File: src/rtl/regfile_exec.sv
`timescale 1ns/1ps
// ---------------------------------------------------------------------------
// regfile_exec
//
// Register file plus a four-state sequencer that runs one instruction at a
// time through an external combinational ALU:
//   IDLE -> READ -> EXEC -> WB -> IDLE
//
// Ports
//   clk, rst_n                 clock, asynchronous active-low reset
//   start                      execute request, sampled only in IDLE
//   rs_addr, rt_addr, rd_addr  source A, source B, destination register
//   op_in                      ALU op: and, or, xor, nor, add, sub, slt, sll
//   wr_en, wr_addr, wr_data    preload write port, honoured only in IDLE
//   alu_a, alu_b, alu_op       registered operands / op to the ALU
//   alu_f, alu_zf, alu_of      ALU result and flags (combinational)
//   busy                       high in READ, EXEC and WB
//   done                       one-cycle pulse after the WB edge
//   zf_q, of_q                 flags of the last completed instruction
//   dbg_addr, dbg_data         combinational debug read of the register file
// ---------------------------------------------------------------------------
module regfile_exec #(
    parameter int DATA_W = 32,
    parameter int ADDR_W = 5
) (
    input  logic              clk,
    input  logic              rst_n,
    input  logic              start,
    input  logic [ADDR_W-1:0] rs_addr,
    input  logic [ADDR_W-1:0] rt_addr,
    input  logic [ADDR_W-1:0] rd_addr,
    input  logic [2:0]        op_in,
    input  logic              wr_en,
    input  logic [ADDR_W-1:0] wr_addr,
    input  logic [DATA_W-1:0] wr_data,
    output logic [DATA_W-1:0] alu_a,
    output logic [DATA_W-1:0] alu_b,
    output logic [2:0]        alu_op,
    input  logic [DATA_W-1:0] alu_f,
    input  logic              alu_zf,
    input  logic              alu_of,
    output logic              busy,
    output logic              done,
    output logic              zf_q,
    output logic              of_q,
    input  logic [ADDR_W-1:0] dbg_addr,
    output logic [DATA_W-1:0] dbg_data
);

    localparam int NREG = 1 << ADDR_W;

    typedef enum logic [1:0] {
        S_IDLE = 2'd0,
        S_READ = 2'd1,
        S_EXEC = 2'd2,
        S_WB   = 2'd3
    } state_t;

    state_t r_state;
    state_t w_state_next;

    // Latched instruction fields
    logic [ADDR_W-1:0] r_rs;
    logic [ADDR_W-1:0] r_rt;
    logic [ADDR_W-1:0] r_rd;
    logic [2:0]        r_op;

    // ALU operand registers
    logic [DATA_W-1:0] r_alu_a;
    logic [DATA_W-1:0] r_alu_b;
    logic [2:0]        r_alu_op;

    // Result captured in EXEC, committed in WB
    logic [DATA_W-1:0] r_res;
    logic              r_zf;
    logic              r_of;

    logic              r_done;
    logic              r_zf_q;
    logic              r_of_q;

    // Register file read view; element 0 is tied to zero
    logic [DATA_W-1:0] w_rf [NREG];

    logic w_pre_we;
    logic w_wb_we;

    // Preload only while idle; write-back only in WB. The two can never
    // collide because they are qualified by different states.
    assign w_pre_we = (r_state == S_IDLE) && wr_en;
    assign w_wb_we  = (r_state == S_WB);

    // -----------------------------------------------------------------------
    // Register file: one flop bank per register so every entry can be
    // cleared by the asynchronous reset. Register 0 has no storage at all,
    // which discards writes and makes every read port return zero.
    // -----------------------------------------------------------------------
    genvar gi;
    generate
        for (gi = 0; gi < NREG; gi++) begin : g_reg
            if (gi == 0) begin : g_zero
                assign w_rf[gi] = '0;
            end else begin : g_store
                logic [DATA_W-1:0] r_q;
                always_ff @(posedge clk or negedge rst_n) begin
                    if (!rst_n) begin
                        r_q <= '0;
                    end else if (w_pre_we && (wr_addr == ADDR_W'(gi))) begin
                        r_q <= wr_data;
                    end else if (w_wb_we && (r_rd == ADDR_W'(gi))) begin
                        r_q <= r_res;
                    end
                end
                assign w_rf[gi] = r_q;
            end
        end
    endgenerate

    // -----------------------------------------------------------------------
    // FSM state register
    // -----------------------------------------------------------------------
    always_ff @(posedge clk or negedge rst_n) begin
        if (!rst_n) begin
            r_state <= S_IDLE;
        end else begin
            r_state <= w_state_next;
        end
    end

    // -----------------------------------------------------------------------
    // FSM next state: one state per clock once started
    // -----------------------------------------------------------------------
    always_comb begin
        w_state_next = r_state;
        case (r_state)
            S_IDLE:  w_state_next = start ? S_READ : S_IDLE;
            S_READ:  w_state_next = S_EXEC;
            S_EXEC:  w_state_next = S_WB;
            S_WB:    w_state_next = S_IDLE;
            default: w_state_next = S_IDLE;
        endcase
    end

    // -----------------------------------------------------------------------
    // Datapath registers
    // -----------------------------------------------------------------------
    always_ff @(posedge clk or negedge rst_n) begin
        if (!rst_n) begin
            r_rs     <= '0;
            r_rt     <= '0;
            r_rd     <= '0;
            r_op     <= '0;
            r_alu_a  <= '0;
            r_alu_b  <= '0;
            r_alu_op <= '0;
            r_res    <= '0;
            r_zf     <= 1'b0;
            r_of     <= 1'b0;
            r_zf_q   <= 1'b0;
            r_of_q   <= 1'b0;
            r_done   <= 1'b0;
        end else begin
            // done rises together with the write-back becoming visible
            r_done <= (r_state == S_WB);
            case (r_state)
                S_IDLE: begin
                    if (start) begin
                        r_rs <= rs_addr;
                        r_rt <= rt_addr;
                        r_rd <= rd_addr;
                        r_op <= op_in;
                    end
                end
                S_READ: begin
                    // A preload in the same cycle as start has already
                    // committed, so this read sees the new value.
                    r_alu_a  <= w_rf[r_rs];
                    r_alu_b  <= w_rf[r_rt];
                    r_alu_op <= r_op;
                end
                S_EXEC: begin
                    r_res <= alu_f;
                    r_zf  <= alu_zf;
                    r_of  <= alu_of;
                end
                S_WB: begin
                    r_zf_q <= r_zf;
                    r_of_q <= r_of;
                end
                default: ;
            endcase
        end
    end

    assign alu_a    = r_alu_a;
    assign alu_b    = r_alu_b;
    assign alu_op   = r_alu_op;
    assign busy     = (r_state != S_IDLE);
    assign done     = r_done;
    assign zf_q     = r_zf_q;
    assign of_q     = r_of_q;
    assign dbg_data = w_rf[dbg_addr];

endmodule

File: config.mk
export PLATFORM = sky130hd
export DESIGN_NAME = regfile_exec
export DESIGN_NICKNAME = d
export VERILOG_FILES = /design/src/rtl/regfile_exec.sv
export SDC_FILE = /design/constraint.sdc
export NUM_CORES = 2
export LEC_CHECK = 0
export ABC_CLOCK_PERIOD_IN_PS = 7400
export CELL_PAD_IN_SITES_DETAIL_PLACEMENT = 0
export CELL_PAD_IN_SITES_GLOBAL_PLACEMENT = 2
export CORE_MARGIN = 4
export CORE_UTILIZATION = 32
export CTS_CLUSTER_DIAMETER = 150
export DETAILED_ROUTE_END_ITERATION = 8
export PLACE_DENSITY_LB_ADDON = 0.15
export SYNTH_ARGS = -nofsm -noshare
export SYNTH_HDL_FRONTEND = slang
export SYNTH_SLANG_ARGS = --single-unit
File: constraint.sdc
create_clock -name clk -period 7.4 [get_ports clk]
set_clock_uncertainty 0.05 [all_clocks]
set_input_delay 1.48 -clock clk [delete_from_list [all_inputs] [get_ports clk]]
set_output_delay 1.48 -clock clk [all_outputs]
set_load 0.01 [all_outputs]
==> flow_summary.json <==
{
  "root_buffer": "clkbuf_16",
  "regArea_mm2": 0.0279,
  "ctsHoldBuffers": 0,
  "vias": 61500,
  "regToRegSetupSlack_ps": 3330,
  "grt_pass1_wl_um": 516000,
  "synth_compound_area_share_pct": 13.2,
  "netlist.area_leader.share_pct": 37.6,
  "seq_area_frac_synth_pct": 37.6,
  "ys_types": 54,
  "path_buf_inv": 3,
  "critPathArrivalTime_ps": 4670,
  "post_cts_resized": 0,
  "cts.htree.levels": 4,
  "pin_count": 201,
  "ir_worst_vdd_v": 0.000305,
  "wl_met3_um": 28600,
  "cp_slowest_cell": "nor2b_4",
  "slowest_delay_ps": 750,
  "dr.pass1.iters": 6,
  "syn_inst": 7009,
  "ys_warn_count": 0,
  "synth_top_area_cell": "dfrtp_1",
  "drc_errors": 0,
  "netlist_area_mm2": 0.0743,
  "layout_commonest_cell": "mux2i_1",
  "overflow": 0,
  "fin_crit_sh_pct": 83.8,
  "dr.first_iter.drc_count": 7277,
  "top_layer": "met5",
  "switchingPower_uw": 16600,
  "crit_path_end_kind": "output pin",
  "hold_violations": 0,
  "cts_max_path_buffers": 3,
  "cts_tree": "done",
  "power_frac_comb_pct": 46.4,
  "drv_cap": 1,
  "finalSetupViolations": 0,
  "period_minus_slack_ps": 6200,
  "place.gp.congestion": 0.859,
  "crit_start": "dbg_addr[0]",
  "fillCellCount": 22600,
  "clock_latency_ps": 830,
  "clkPwrFrac_pct": 19.6,
  "worst-slew-pin-transition_ps": 1540,
  "r2r-end": "g_reg[13].g_store.r_q[30]",
  "grt_max_degree": 143,
  "post_drt_wl_per_cell_um": 37.8,
  "yosys-mux-area-fraction_pct": 36.8,
  "setup_tns_ps": 0,
  "syn2layout_area_growth_pct": 13.3,
  "failed_checks": "capacitance limit, slew limit",
  "crit_path_start_kind": "input port",
  "core-area_mm2": 0.231,
  "ant_nets": 0,
  "rsz0062_at_grt": "no",
  "wl_met1_um": 160000,
  "fmax_ghz": 0.161,
  "path_clk_slew_ps": 50,
  "drive_gt1_share_pct": 18.8,
  "dieArea_mm2": 0.240,
  "syn_nets": 7112,
  "holdCritPathClass": "reg2reg",
  "required_ps": 5870,
  "crit_cells": 8,
  "fin_util_pct": 36.5,
  "intPower_uw": 21500,
  "numPortBuffers": 200,
  "initial_core_util_pct": 32.2,
  "postCtsSetupRepairBufs": 0,
  "numClockSinks": 1116,
  "first_global_vias": 59900,
  "synth.avg_cell_area_um2": 10.6,
  "ys_seq_elements": 1116,
  "multi_input_area_mm2": 0.0436,
  "die_height_um": 490,
  "async_flop_share_pct": 100,
  "critPathTopFamily": "buffers and inverters",
  "ys.flop_type": "dfrtp_1",
  "yosys.area_share.simple_pct": 7.66,
  "crit_chain": "buf_8, nor2b_4, buf_12, a22oi_1, o21ai_0, a21oi_1, o221ai_1, clkdlybuf4s50_1",
  "grtUsageTotal_pct": 30.8,
  "finalNetCount": 6867,
  "status": "complete, but fails checks",
  "rr_worst_depth": 8,
  "critical_path_class": "in2out",
  "crit_fanout": 65,
  "p_sw_share_pct": 43.7,
  "avgViaCountPerCell": 6.20,
  "most-common-layout-cells": "mux2i_1, dfrtp_1, nand2_1",
  "synthAdderAreaFrac_pct": 0.0842,
  "p_leak_uw": 0.0323,
  "crit_path_end": "dbg_data[29]",
  "power_density_mw_per_mm2": 452,
  "die_w_um": 490,
  "antenna_found_initial": 16,
  "synthTopCellsByArea": "dfrtp_1, mux4_2, mux2i_1",
  "finalMaxSlewViolations": 27,
  "synth-xor-area-share_pct": 0,
  "synth_top_family_by_area": "multiplexers",
  "max_slew_margin_pct": -2.79,
  "r2r-start": "r_state[0]",
  "power_frac_seq_pct": 34.1,
  "synth_edf_count": 0,
  "hpwl_um": 219000,
  "cts_buffers": 149,
  "rows": 176,
  "routed-wl-met2_um": 169000,
  "routed_wl_um": 375000
}
-- per-stage QoR --
step	instances	setup slack (ps)	hold WS [ps]	power [uW]	cell area, um2
5_1_grt	9907	1130	470	39900	84200
3_5_place_dp	9639	1190	438	30400	79300
4_1_cts	9906	1200	450	38000	84200
3_3_place_gp	9639	1210	432	30300	79300
2_1_floorplan	7009	2720	424	23300	74300
6_report	9909	1200	451	38100	84200
-- power by group through the flow --
stage	combinational [uW]	clock (uW)	sequential [uW]
floorplan	12400	0	10900
global placement	17300	0	12900
detailed placement	17500	0	12900
CTS	17500	7600	12900
global route	18700	7810	13400
finish	17700	7460	13000
-- logic make-up (layout without fill, tap and decap cells) --
family          count (synthesis)  in the layout
mux                          1996           1996
compound gates               1658           1658
simple gates                 1408           1408
flops                        1116           1116
buf+inv                       826            697
fa+ha+maj                       5              5
other cells                     0              3
-- routing by layer --
metal	vias to the layer above	GRT usage, %
met5	-	0
met4	6	12.5
met3	632	6.06
met2	2975	47.7
met1	32100	42.3
li1	25700	-
-- worst register-to-register path, cell delays in order (launching register included) --
cell,delay (ps)
dfrtp_1,420
ha_1,430
nand2b_1,170
nor3b_1,990
nor2b_4,300
buf_4,510
buf_4,700
mux2i_1,270
o21ai_0,100
-- final cells by class --
class | instances | share of cell area [%]
inverters | 9 | 0.0446
repair buffers | 421 | 4.72
well taps | 3026 | 4.50
clock inverters | 43 | 0.559
multi-input cells | 5067 | 51.7
clock buffers | 224 | 5.24
flip-flops and latches | 1116 | 33.2
diodes | 3 | 0.00892
-- state kept, by name, summed over array words and instances (netlist names), 2 cells and up --
register       cells
alu_a             32
alu_b             32
alu_op             3
g.g_store.r_q    992
r_op               3
r_rd               5
r_res             32
r_rs               5
r_rt               5
r_state            2
-- worst min-delay path by stage --
| stage | startpoint | endpoint | slack (ps) | depth (start not counted) |
|---|---|---|---|---|
| 2_1_floorplan | r_op[2] | alu_op[2] | 420 | 1 |
| 3_3_place_gp | r_op[0] | alu_op[0] | 430 | 1 |
| 3_5_place_dp | r_op[0] | alu_op[0] | 440 | 1 |
| 4_1_cts | r_op[0] | r_op[0] | 450 | 1 |
| 5_1_grt | r_op[0] | alu_op[0] | 470 | 1 |
| 6_report | alu_a[17] | alu_a[17] | 450 | 1 |
-- synth_stat cells (67+ instances only) --
library cell and count:
a21oi_1 529, a22oi_1 118, buf_2 182, nand2_1 665
o21ai_0 628, mux2_2 147, mux2i_1 1275, buf_1 67
nor2_1 583, dfrtp_1 1116, mux4_2 574, clkbuf_1 541
(Power assumes the default switching activity.)
